File: src/rtl/irq_pkg.sv
// Shared constants and types for the Wishbone interrupt aggregator.
package irq_pkg;

   localparam logic [1:0] IRQ_ADDR_PENDING = 2'd0;
   localparam logic [1:0] IRQ_ADDR_ENABLE  = 2'd1;
   localparam logic [1:0] IRQ_ADDR_MODE    = 2'd2;
   localparam logic [1:0] IRQ_ADDR_ACTIVE  = 2'd3;

   localparam int IRQ_MAX_SRC        = 16;
   localparam int IRQ_ID_W           = 5;
   localparam int IRQ_ACTIVE_VLD_BIT = 31;

   typedef enum logic {
      BUS_IDLE = 1'b0,
      BUS_ACK  = 1'b1
   } bus_state_e;

endpackage

File: src/rtl/irq_prio_enc.sv
// Lowest-index-first priority encoder; purely combinational.
module irq_prio_enc
   import irq_pkg::*;
#(
   parameter int N = 8
) (
   input  logic [N-1:0]        req,
   output logic                valid,
   output logic [IRQ_ID_W-1:0] id
);

   always_comb begin
      valid = 1'b0;
      id    = '0;
      // Scan downward so the lowest set index is the last one written.
      for (int i = N - 1; i >= 0; i--) begin
         if (req[i]) begin
            valid = 1'b1;
            id    = IRQ_ID_W'(i);
         end
      end
   end

endmodule

File: src/rtl/irq_wb.sv
// Interrupt aggregator: pending/enable/mode registers behind a one-wait-state
// Wishbone slave, edge/level event capture, registered irq and ACTIVE id.
module irq_wb
   import irq_pkg::*;
#(
   parameter int N_SRC = 8
) (
   input  logic             clk,
   input  logic             rst_n,
   input  logic [1:0]       wb_addr,
   output logic [31:0]      wb_rdata,
   input  logic [31:0]      wb_wdata,
   input  logic             wb_we,
   input  logic             wb_cyc,
   output logic             wb_ack,
   input  logic [N_SRC-1:0] ev_in,
   output logic             irq
);

   bus_state_e state, state_nxt;
   logic capture, commit;

   logic [N_SRC-1:0] pending, enable, mode, prev_ev;
   logic [N_SRC-1:0] pending_nxt, rise, w1c, wdata_src;
   logic [31:0]      rd_mux;

   logic                act_valid;
   logic [IRQ_ID_W-1:0] act_id;

   logic unused_wdata;
   assign unused_wdata = ^wb_wdata[31:N_SRC];

   assign wdata_src = wb_wdata[N_SRC-1:0];
   assign wb_ack    = (state == BUS_ACK);

   // Bus handshake: ack follows every accepted cycle by one clock.
   always_ff @(posedge clk or negedge rst_n) begin
      if (!rst_n) state <= BUS_IDLE;
      else        state <= state_nxt;
   end

   always_comb begin
      state_nxt = state;
      capture   = 1'b0;
      commit    = 1'b0;
      case (state)
         BUS_IDLE: begin
            if (wb_cyc) begin
               state_nxt = BUS_ACK;
               capture   = ~wb_we;
            end
         end
         BUS_ACK: begin
            state_nxt = BUS_IDLE;
            commit    = wb_cyc & wb_we;
         end
         default: state_nxt = BUS_IDLE;
      endcase
   end

   irq_prio_enc #(.N(N_SRC)) u_prio (
      .req   (pending & enable),
      .valid (act_valid),
      .id    (act_id)
   );

   always_comb begin
      rd_mux = '0;
      case (wb_addr)
         IRQ_ADDR_PENDING: rd_mux = 32'(pending);
         IRQ_ADDR_ENABLE:  rd_mux = 32'(enable);
         IRQ_ADDR_MODE:    rd_mux = 32'(mode);
         IRQ_ADDR_ACTIVE:  rd_mux = {act_valid, 26'b0, act_id};
         default:          rd_mux = '0;
      endcase
   end

   // Event capture: an edge sets and holds, a level simply follows the line.
   always_comb begin
      rise        = ev_in & ~prev_ev;
      w1c         = (commit && wb_addr == IRQ_ADDR_PENDING) ? wdata_src : '0;
      pending_nxt = (mode & (rise | (pending & ~w1c))) | (~mode & ev_in);
      if (commit && wb_addr == IRQ_ADDR_MODE)
         pending_nxt = pending_nxt & ~(wdata_src ^ mode);
   end

   always_ff @(posedge clk or negedge rst_n) begin
      if (!rst_n) begin
         pending  <= '0;
         enable   <= '0;
         mode     <= '0;
         prev_ev  <= '0;
         irq      <= 1'b0;
         wb_rdata <= '0;
      end else begin
         pending  <= pending_nxt;
         prev_ev  <= ev_in;
         irq      <= |(pending & enable);
         wb_rdata <= capture ? rd_mux : '0;
         if (commit && wb_addr == IRQ_ADDR_ENABLE) enable <= wdata_src;
         if (commit && wb_addr == IRQ_ADDR_MODE)   mode   <= wdata_src;
      end
   end

endmodule

File: config.mk
export PLATFORM = sky130hd
export DESIGN_NAME = irq_wb
export DESIGN_NICKNAME = d
export VERILOG_FILES = /design/src/rtl/irq_pkg.sv /design/src/rtl/irq_prio_enc.sv /design/src/rtl/irq_wb.sv
export SDC_FILE = /design/constraint.sdc
export NUM_CORES = 1
export LEC_CHECK = 0
export BUFFER_PORTS_ARGS = -buffer_cell sky130_fd_sc_hd__buf_2
export CORE_ASPECT_RATIO = 0.7
export CORE_MARGIN = 1
export CORE_UTILIZATION = 30
export DETAILED_ROUTE_END_ITERATION = 10
export SYNTH_ARGS = -nofsm -noshare
export SYNTH_HDL_FRONTEND = slang
export SYNTH_SLANG_ARGS = --single-unit
File: constraint.sdc
create_clock -name clk -period 1.58 [get_ports clk]
set_input_delay 0.079 -clock clk [delete_from_list [all_inputs] [get_ports clk]]
set_output_delay 0.079 -clock clk [all_outputs]
set_load 0.02 [all_outputs]
==> results of run 1 <==
-- routing by layer --
metal / wire (um) / part of all wire (%)
met4: 51 / 1.1
met5: 0 / 0
met1: 2450 / 53
met2: 1840 / 40
met3: 279 / 6.0
-- worst max-delay path, cell delays in order (launching register included) --
cell and delay (ns):
dfrtp_1 0.40, and3_4 0.21, buf_4 0.18, a31oi_1 0.24, o22ai_1 0.12, a211oi_1 0.26
-- power groups by stage --
stage,combinational (mW),clock [mW],sequential (mW)
global placement,0.580,0,1.43
floorplan,0.456,0,1.42
global route,0.693,0.726,1.45
CTS,0.614,0.696,1.42
detailed placement,0.591,0,1.45
finish,0.614,0.664,1.43
-- sequential cells by signal (all words and copies together) (netlist names) --
| signal | flops |
|---|---|
| wb_rdata | 9 |
| enable | 8 |
| mode | 8 |
| pending | 8 |
| prev_ev | 8 |
| irq | 1 |
| wb_ack | 1 |
-- worst max-delay path by stage --
| stage | start | to | slack [ns] | cells after the start |
|---|---|---|---|---|
| after floorplan | wb_ack | enable[0] | 0.06 | 3 |
| after CTS | wb_ack | pending[3] | 0.07 | 5 |
| after global routing | wb_ack | pending[3] | 0.0003 | 5 |
| after detailed placement | wb_ack | pending[3] | 0.09 | 5 |
| after global placement | wb_ack | pending[4] | 0.13 | 5 |
| final | wb_ack | pending[3] | 0.08 | 5 |
-- logic make-up after synthesis --
kind of cell	count (synthesis)	synth area share, %
other	1	0.172
AND/OR/NAND/NOR	60	13.8
buffers and inverters	45	13.0
multiplexers	15	7.40
flip-flops	43	49.3
AO/OA/AOI/OAI	56	16.3
-- layout by cell type (no fill, tap or decap), drive strengths merged --
master       count
nand3            6
a21boi           3
conb            23
inv             14
nor2            20
mux2i            6
a211oi           9
a222oi           1
and2b            1
a31oi            6
and2             1
clkbuf           7
nand2b           2
buf             37
nand2           18
a22oi            2
a22o             2
mux2             9
a21oi           18
a32oi            1
nor2b            2
o22ai            8
nor3b            4
a221oi           1
dfrtp           43
o21ai            4
nor3             5
o211ai           1
and3             1
dlygate4sd3     11
clkinv           1
-- metrics by stage --
step           cells  instance area [um^2]
2_1_floorplan    242                  2260
3_3_place_gp     342                  2370
3_5_place_dp     342                  2370
4_1_cts          361                  2560
5_1_grt          361                  2570
6_report         361                  2570
-- layout make-up --
cell class | count | area [um^2]
clock buffer | 7 | 76.3
sequential | 43 | 1080
inverter | 14 | 52.6
clock inverter | 1 | 5.00
multi-input combinational | 154 | 915
fill | 731 | 4310
timing repair buffer | 48 | 333
tap | 94 | 118
-- timing repair --
| item | 4_1_cts | 5_1_grt |
|---|---|---|
| buffers inserted | 0 | 0 |
| hold buffers | 11 | 0 |
| hold endpoints to repair | 30 | 0 |
| setup endpoints to repair | 0 | 2 |
| gates resized for setup | 0 | 2 |
==> impl_results.md, run 1 <==
* CTS tree: done
* Synthesized area at 0.00218 mm^2
* Num rows at 25
* Critical path arrival at 1.70 ns
* Nets at 312
* Met3 Use GR at 3.99%
* DR vias at 1,639
* Slew Viols, Final at 0
* Endpoints failing hold at 0
* Tcrit/Tclk final at 94.8%
* DR DRC count at 0
* Critical R2R Capture: pending[3]
* Layout cells sized above 1 at 22.5%
* Post-route minimum period at 1.50 ns
* Ports at 80
* GRT busiest layer: met1
* PwrDens at 1050 mW/mm^2
* Clock sink total at 43
* Post-synth EDFFs at 0
* Num CTS Buffers at 5
* Area fraction of the dominant cell type after synthesis at 49.3%
* Core Area at 0.00688 mm^2
* Count leader, synth: dfrtp_1
* Ys flop type: dfrtp_1
* Root buffer cell: clkbuf_8
* Worst setup SP type: flop
* Initial core utilization at 31.7%
* First-pass GRT wire length at 7780 um
* Leakage at 1.22 nW
* Psw at 0.859 mW
* Routed Antenna Nets at 0
* Die area at 0.00762 mm^2
* Max-cap viol count at 0
* R2R depth at 5
* Gpl congestion at 0.780
* Wire per inst at 12.8 um
* Number of global-route vias before repair at 1,516
* Cells after Synth at 220
* Dpl hpwl at 3490 um
* Setup TNS at 0 ns
* Total track usage at 13.5%
* Post-synth top area cell: dfrtp_1
* Worst-path fanout max at 10
* Part of the power in registers at 52.7%
* Depth of the CTS H-tree at 2
* Switch share at 31.8%
* WHS at 0.0163 ns
* Top post-synthesis cells by area: dfrtp_1, buf_4, mux2_2
* Die H at 73.3 um
* Crit end category: flop
* Slew HR at 66.3%
* Final wirelength at 4620 um
* Starting DRC count in detailed routing at 92
* Hold Path Stages at 2
* RSZ-0062 raised after global routing: false
* Mapped Avg Cell Area at 9.91 um^2
* Fin util at 37.4%
* Clock Skew at 0.00624 ns
* Worst-Margin Slew at 0.503 ns
* R2r setup slk at 0.08 ns
* Worst-Skew Late Latency at 0.29 ns
* Setup CP Type: flop to flop
* Yosys warnings at 0
* Synth top cells by count: dfrtp_1, buf_4, nor2_1
* Req. time, crit path at 1.78 ns
* Worst hold path class: primary input to flop
* Worst Hold End: pending[2]
* Yosys reg bits at 43
* Worst Slack Setup Final at 0.0823 ns
* Number of diodes at 0
* Max Freq at 668 MHz
* Setup WS pre-CTS at 0.0941 ns
* Reg2Reg Launch Point: wb_ack
* GR Util met1 at 20.0%
* M2 GR Usage at 18.1%
* Initial antenna violation count at 0
* Chip width at 104 um
* Port Buffer Count at 32
* Register area share after synthesis at 49.3%
* Power share of the clock group at 24.6%
* Hold path start: wb_wdata[2]
* Internal Power at 1.84 mW
* Largest net degree at the start of global routing at 24
* Final setup fails at 0
* Clock transition at path regs at 0.08 ns
* Layout overhead on the synthesized area at 18.1%
* Status: complete, no violations
* FFs w/ async S/R, synth at 100%
* Comb power frac at 22.7%
* Total gr overflow at 0
* Longest Clk Path Bufs at 2
* Vias per inst at 4.54
* Peak supply drop at 0.000317 V
* DRT Pass-1 Iters at 4
* Post-synth cell types at 35
* Tot Pwr at 2.70 mW
(Power assumes the default switching activity.)
==> run 2: changes to the inputs <==
==> constraint.sdc (replaced) <==
create_clock -name clk -period 1.58 [get_ports clk]
set_input_delay 0.079 -clock clk [delete_from_list [all_inputs] [get_ports clk]]
set_output_delay 0.079 -clock clk [all_outputs]
set_load 0.05 [all_outputs]
==> run 2 against run 1 <==
Power is 8.1% higher. First-iteration DRC count is 52% lower. Clock skew is 0.0014 ns lower. Largest power group unchanged. Highest routed layer unchanged.
==> impl_results.md, run 2 (same netlist as run 1, synthesis figures left out) <==
* Status: complete, no violations
* Setup CP Type: flop to flop
* First-pass GRT wire length at 7010 um
* Tcrit/Tclk final at 94.9%
* Crit end category: flop
* GR Util met1 at 17.9%
* PwrDens at 1130 mW/mm^2
* Chip width at 104 um
* Post-route minimum period at 1.50 ns
* Routed Antenna Nets at 0
* Num rows at 25
* DR DRC count at 0
* Slew HR at 60.4%
* Placed cell areas at 0.00236 mm^2
* Initial core utilization at 31.7%
* DRT Pass-1 Iters at 4
* RSZ-0062 raised after global routing: true
* Gpl congestion at 0.825
* Worst hold path class: primary input to flop
* Die H at 73.3 um
* Post-CTS setup repair buffer count at 0
* Initial antenna violation count at 0
* CTS tree: done
* Number of global-route vias before repair at 1,397
* Layout cells sized above 1 at 24.0%
* Wire per inst at 12.6 um
* WHS at 0.00140 ns
* Setup WS pre-CTS at 0.0936 ns
* Peak supply drop at 0.000457 V
* Worst-Skew Late Latency at 0.29 ns
* Port Buffer Count at 32
* Commonest non-fill, non-tap cell in the layout: dfrtp_1
* Root buffer cell: clkbuf_8
* Slew Viols, Final at 0
* Core Area at 0.00688 mm^2
* Clock sink total at 43
* Nets at 312
* Worst setup SP type: flop
* Dpl hpwl at 3340 um
* Most flop-heavy register: wb_rdata
* Worst-path fanout max at 10
* Total track usage at 12.2%
* Tot Pwr at 2.92 mW
* M2 GR Usage at 17.2%
* Starting DRC count in detailed routing at 44
* Leakage at 1.23 nW
* Vias per inst at 4.69
* Worst-Margin Slew at 0.593 ns
* Num CTS Buffers at 5
* Ports at 80
* Clock transition at path regs at 0.08 ns
* Number of diodes at 0
* Final setup fails at 0
* Most frequent cells in the layout: dfrtp_1, buf_2, conb_1
* Worst Slack Setup Final at 0.0808 ns
* Max FFs per register at 9
* Longest Clk Path Bufs at 2
* Req. time, crit path at 1.77 ns
* Met3 Use GR at 3.82%
* DR vias at 1,693
* Critical path arrival at 1.69 ns
* Max Freq at 667 MHz
* Total gr overflow at 0
* Die area at 0.00762 mm^2
* Largest net degree at the start of global routing at 44
* Endpoints failing hold at 0
* Clock Skew at 0.00484 ns
* GRT busiest layer: met1
* Depth of the CTS H-tree at 2
* Layout overhead on the synthesized area at 18.1%
* Final wirelength at 4560 um
* Max-cap viol count at 0
* Finished Cell Area at 0.00257 mm^2
run 2: cell types whose count changed in the layout (fill, tap and decap cells not counted), sizes merged:
cell and delta:
buf +1, clkbuf +1, clkinv -1, dlygate4sd3 -1
run 2: power breakdown:
group          switching [mW]  internal, mW
Sequential              0.165          1.26
Clock                   0.363         0.399
Combinational           0.465         0.268
Total                   0.993          1.93
run 2: critical path, cell delays in order, from the launching register on:
cell      delay [ns]
dfrtp_2         0.41
and3_4          0.20
buf_4           0.18
a31oi_1         0.23
o22ai_1         0.10
a211oi_1        0.27
run 2: cell type report:
type,instances,area [um^2]
fillers,719,4310
well taps,94,118
repair buffers,48,305
multi-input cells,154,922
clock buffers,8,100
flip-flops and latches,43,1080
inverters,14,52.6
run 2: metal layers:
metal,wire [um],part of all wire (%),vias up
li1,-,-,811
met1,2460,54,835
met2,1840,40,43
met3,229,5.0,4
met4,25,0.55,0
met5,0,0,-
run 2: worst paths after layout:
check	start	to	slack [ns]	cells past startpoint
worst max-delay path	wb_ack	pending[6]	0.08	5
worst min-delay path	wb_wdata[0]	pending[0]	0.001	2
worst max register to register	wb_ack	pending[6]	0.08	5
worst min register to register	mode[5]	pending[5]	0.51	1
max in group asynchronous	rst_n	wb_ack	0.79	3
min in group asynchronous	rst_n	prev_ev[7]	0.38	3
run 2: stage by stage:
stage,setup TNS (ns),util (%),std cells
floorplan,-0.0970,-,242
global placement,0,34.2,343
detailed placement,0,34.2,343
CTS,0,37.1,361
global route,-0.00516,37.4,361
finish,0,37.4,361
run 2: repair_timing:
item                                    4_1_cts  5_1_grt
gates resized for setup                       0        3
hold endpoints to repair                     52        0
hold buffers                                 10        0
endpoints found under the setup margin        0        3
==> run 3: changes to the inputs <==
--- a/config.mk
+++ b/config.mk
@@ -12,4 +12,5 @@
 export DETAILED_ROUTE_END_ITERATION = 10
 export SYNTH_ARGS = -nofsm -noshare
 export SYNTH_HDL_FRONTEND = slang
+export SYNTH_HIERARCHICAL = 1
 export SYNTH_SLANG_ARGS = --single-unit
==> run 3 against run 2 <==
The run now ends with setup timing left. Power rose by 8.6%. Utilization increased by 2.2 points. Sequential share of layout area shrank 4.5 points. Clock skew rose by 0.0010 ns.
==> impl_results.md, run 3 <==
* Status: finished, violations left
* Violated checks: setup timing
* Gpl congestion at 0.784
* Worst setup SP type: flop
* Post-Synth Adder-Cell Area at 0%
* Mux cell area share after synthesis at 15.4%
* Synth top cells by count: dfrtp_1, buf_4, mux2_2
* Clock sink total at 43
* Worst hold path class: primary input to flop
* Leakage at 1.36 nW
* Commonest non-fill, non-tap cell in the layout: dfrtp_1
* Number of diodes at 0
* Initial antenna violation count at 0
* Largest net degree at the start of global routing at 30
* Synthesized area at 0.00225 mm^2
* Xor-xnor portion of the synthesized cell area at 0%
* Max Freq at 602 MHz
* PwrDens at 1100 mW/mm^2
* Slew HR at 56.9%
* Max-cap viol count at 0
* Starting DRC count in detailed routing at 59
* DR vias at 1,648
* Register area share after synthesis at 47.8%
* Depth of the CTS H-tree at 2
* Top post-synthesis cells by area: dfrtp_1, buf_4, mux2_2
* Vias per inst at 4.48
* Num rows at 26
* Crit end category: flop
* Worst-Skew Late Latency at 0.30 ns
* Wire per inst at 12.8 um
* Clock transition at path regs at 0.08 ns
* Yosys reg bits at 43
* Setup WS pre-CTS at -0.0694 ns
* Num CTS Buffers at 5
* Routed Antenna Nets at 0
* Chip width at 106 um
* Worst Slack Setup Final at -0.0798 ns
* Slew Viols, Final at 0
* Peak supply drop at 0.000383 V
* Post-synth cell types at 33
* Largest family of logic cells by synthesized area: multiplexers
* Max FFs per register at 9
* Total track usage at 13.1%
* Setup CP Type: flop to flop
* Finished Layout Cells at 368
* # fillers at 730
* DR DRC count at 0
* Layout overhead on the synthesized area at 28.2%
* Final wirelength at 4720 um
* Most frequent cells in the layout: dfrtp_1, buf_2, buf_4
* Dpl hpwl at 3550 um
* Worst-Margin Slew at 0.646 ns
* Post-placement cell count at 347
* Post-route minimum period at 1.66 ns
* Final setup fails at 4
* CTS tree: done
* Cells after Synth at 197
* Critical path arrival at 1.86 ns
* Req. time, crit path at 1.78 ns
* Mapped Avg Cell Area at 11.4 um^2
* Yosys warnings at 6
* Count leader, synth: dfrtp_1
* Root buffer cell: clkbuf_8
* Number of global-route vias before repair at 1,488
* Initial core utilization at 30.9%
* Total gr overflow at 0
* Core Area at 0.00729 mm^2
* Layout cells sized above 1 at 40.4%
* Endpoints failing hold at 0
* Post-synthesis simple-gate area fraction at 14.0%
* Worst-path fanout max at 2
* Most flop-heavy register: wb_rdata
* Ys flop type: dfrtp_1
* Longest Clk Path Bufs at 2
* Die area at 0.00786 mm^2
* FFs w/ async S/R, synth at 100%
* Die H at 74.5 um
* Port Buffer Count at 32
* Post-synth EDFFs at 0
* Nets at 315
* Tcrit/Tclk final at 105%
* Synth Area in Compound Gates at 11.9%
* RSZ-0062 raised after global routing: true
* Post-synth top area cell: dfrtp_1
* WHS at 0.0108 ns
* Clock Skew at 0.00587 ns
* First-pass GRT wire length at 7610 um
* DRT Pass-1 Iters at 4
* Ports at 80
* Area fraction of the dominant cell type after synthesis at 47.8%
run 3: cell count changes after synthesis, moves of 8 or more:
cell	before	now
o22ai_1	8	0
nor2_1	20	4
and2_1	1	12
nor2b_1	1	9
a21oi_1	18	9
a211oi_1	9	1
run 3: area by class of cell:
class / count / area [um^2] / share of cell area, %
Timing Repair Buffer: 73 / 495 / 17.2
Clock buffer: 7 / 96.3 / 3.34
Clock inverter: 1 / 7.51 / 0.260
Sequential cell: 43 / 1080 / 37.3
Multi-Input combinational cell: 140 / 1070 / 36.9
Inverter: 6 / 22.5 / 0.780
Tap cell: 98 / 123 / 4.25
run 3: path summary, 6_finish.rpt:
path / startpoint / endpoint / slack [ns] / cells after the start
worst max-delay path: pending[4] / wb_rdata[2] / -0.08 / 5
worst min-delay path: wb_wdata[3] / pending[3] / 0.01 / 2
worst max register to register: pending[4] / wb_rdata[2] / -0.08 / 5
worst min register to register: wb_ack / wb_ack / 0.51 / 1
max in group asynchronous: rst_n / prev_ev[5] / 0.65 / 3
min in group asynchronous: rst_n / prev_ev[4] / 0.33 / 2
run 3: through the flow:
stage	power, mW	TNS (ns)	util [%]	cell area, um^2
floorplan	2.07	0	-	2360
global placement	2.32	-0.142	36.2	2640
detailed placement	2.34	-0.202	36.2	2640
CTS	3.17	-0.203	39.3	2860
global route	3.36	-0.380	39.6	2890
finish	3.17	-0.162	39.6	2890
run 3: logic make-up after synthesis:
family | after synthesis
buffers and inverters | 37
muxes | 26
and+or+nand+nor | 54
other | 2
AOI/OAI and AO/OA | 35
DFF | 43
run 3: timing repair:
action,4_1_cts,5_1_grt
resized for setup,3,7
hold endpoints to repair,37,0
pin swaps,2,4
endpoints found under the setup margin,4,4
hold buffers,11,0
buffers inserted,1,1
run 3: routing by layer:
metal  vias to the layer above  track usage, %  routed length [um]
met5                         -               0                   0
met4                         0            4.63                  47
met3                         5            4.29                 213
met2                        31            19.2                2020
met1                       814            18.3                2440
li1                        798               -                   -
run 3: critical path: stages (launching register included):
cell     delay (ns)
dfrtp_1        0.39
and2_4         0.17
nor4_4         0.27
nor2b_1        0.08
mux4_2         0.48
and2_1         0.17
run 3: report_power, final:
part / internal, mW / switching (mW) / leakage (nW)
Sequential: 1.26 / 0.118 / 0.533
Combinational: 0.486 / 0.529 / 0.773
Clock: 0.398 / 0.382 / 0.0505
Total: 2.14 / 1.03 / 1.36
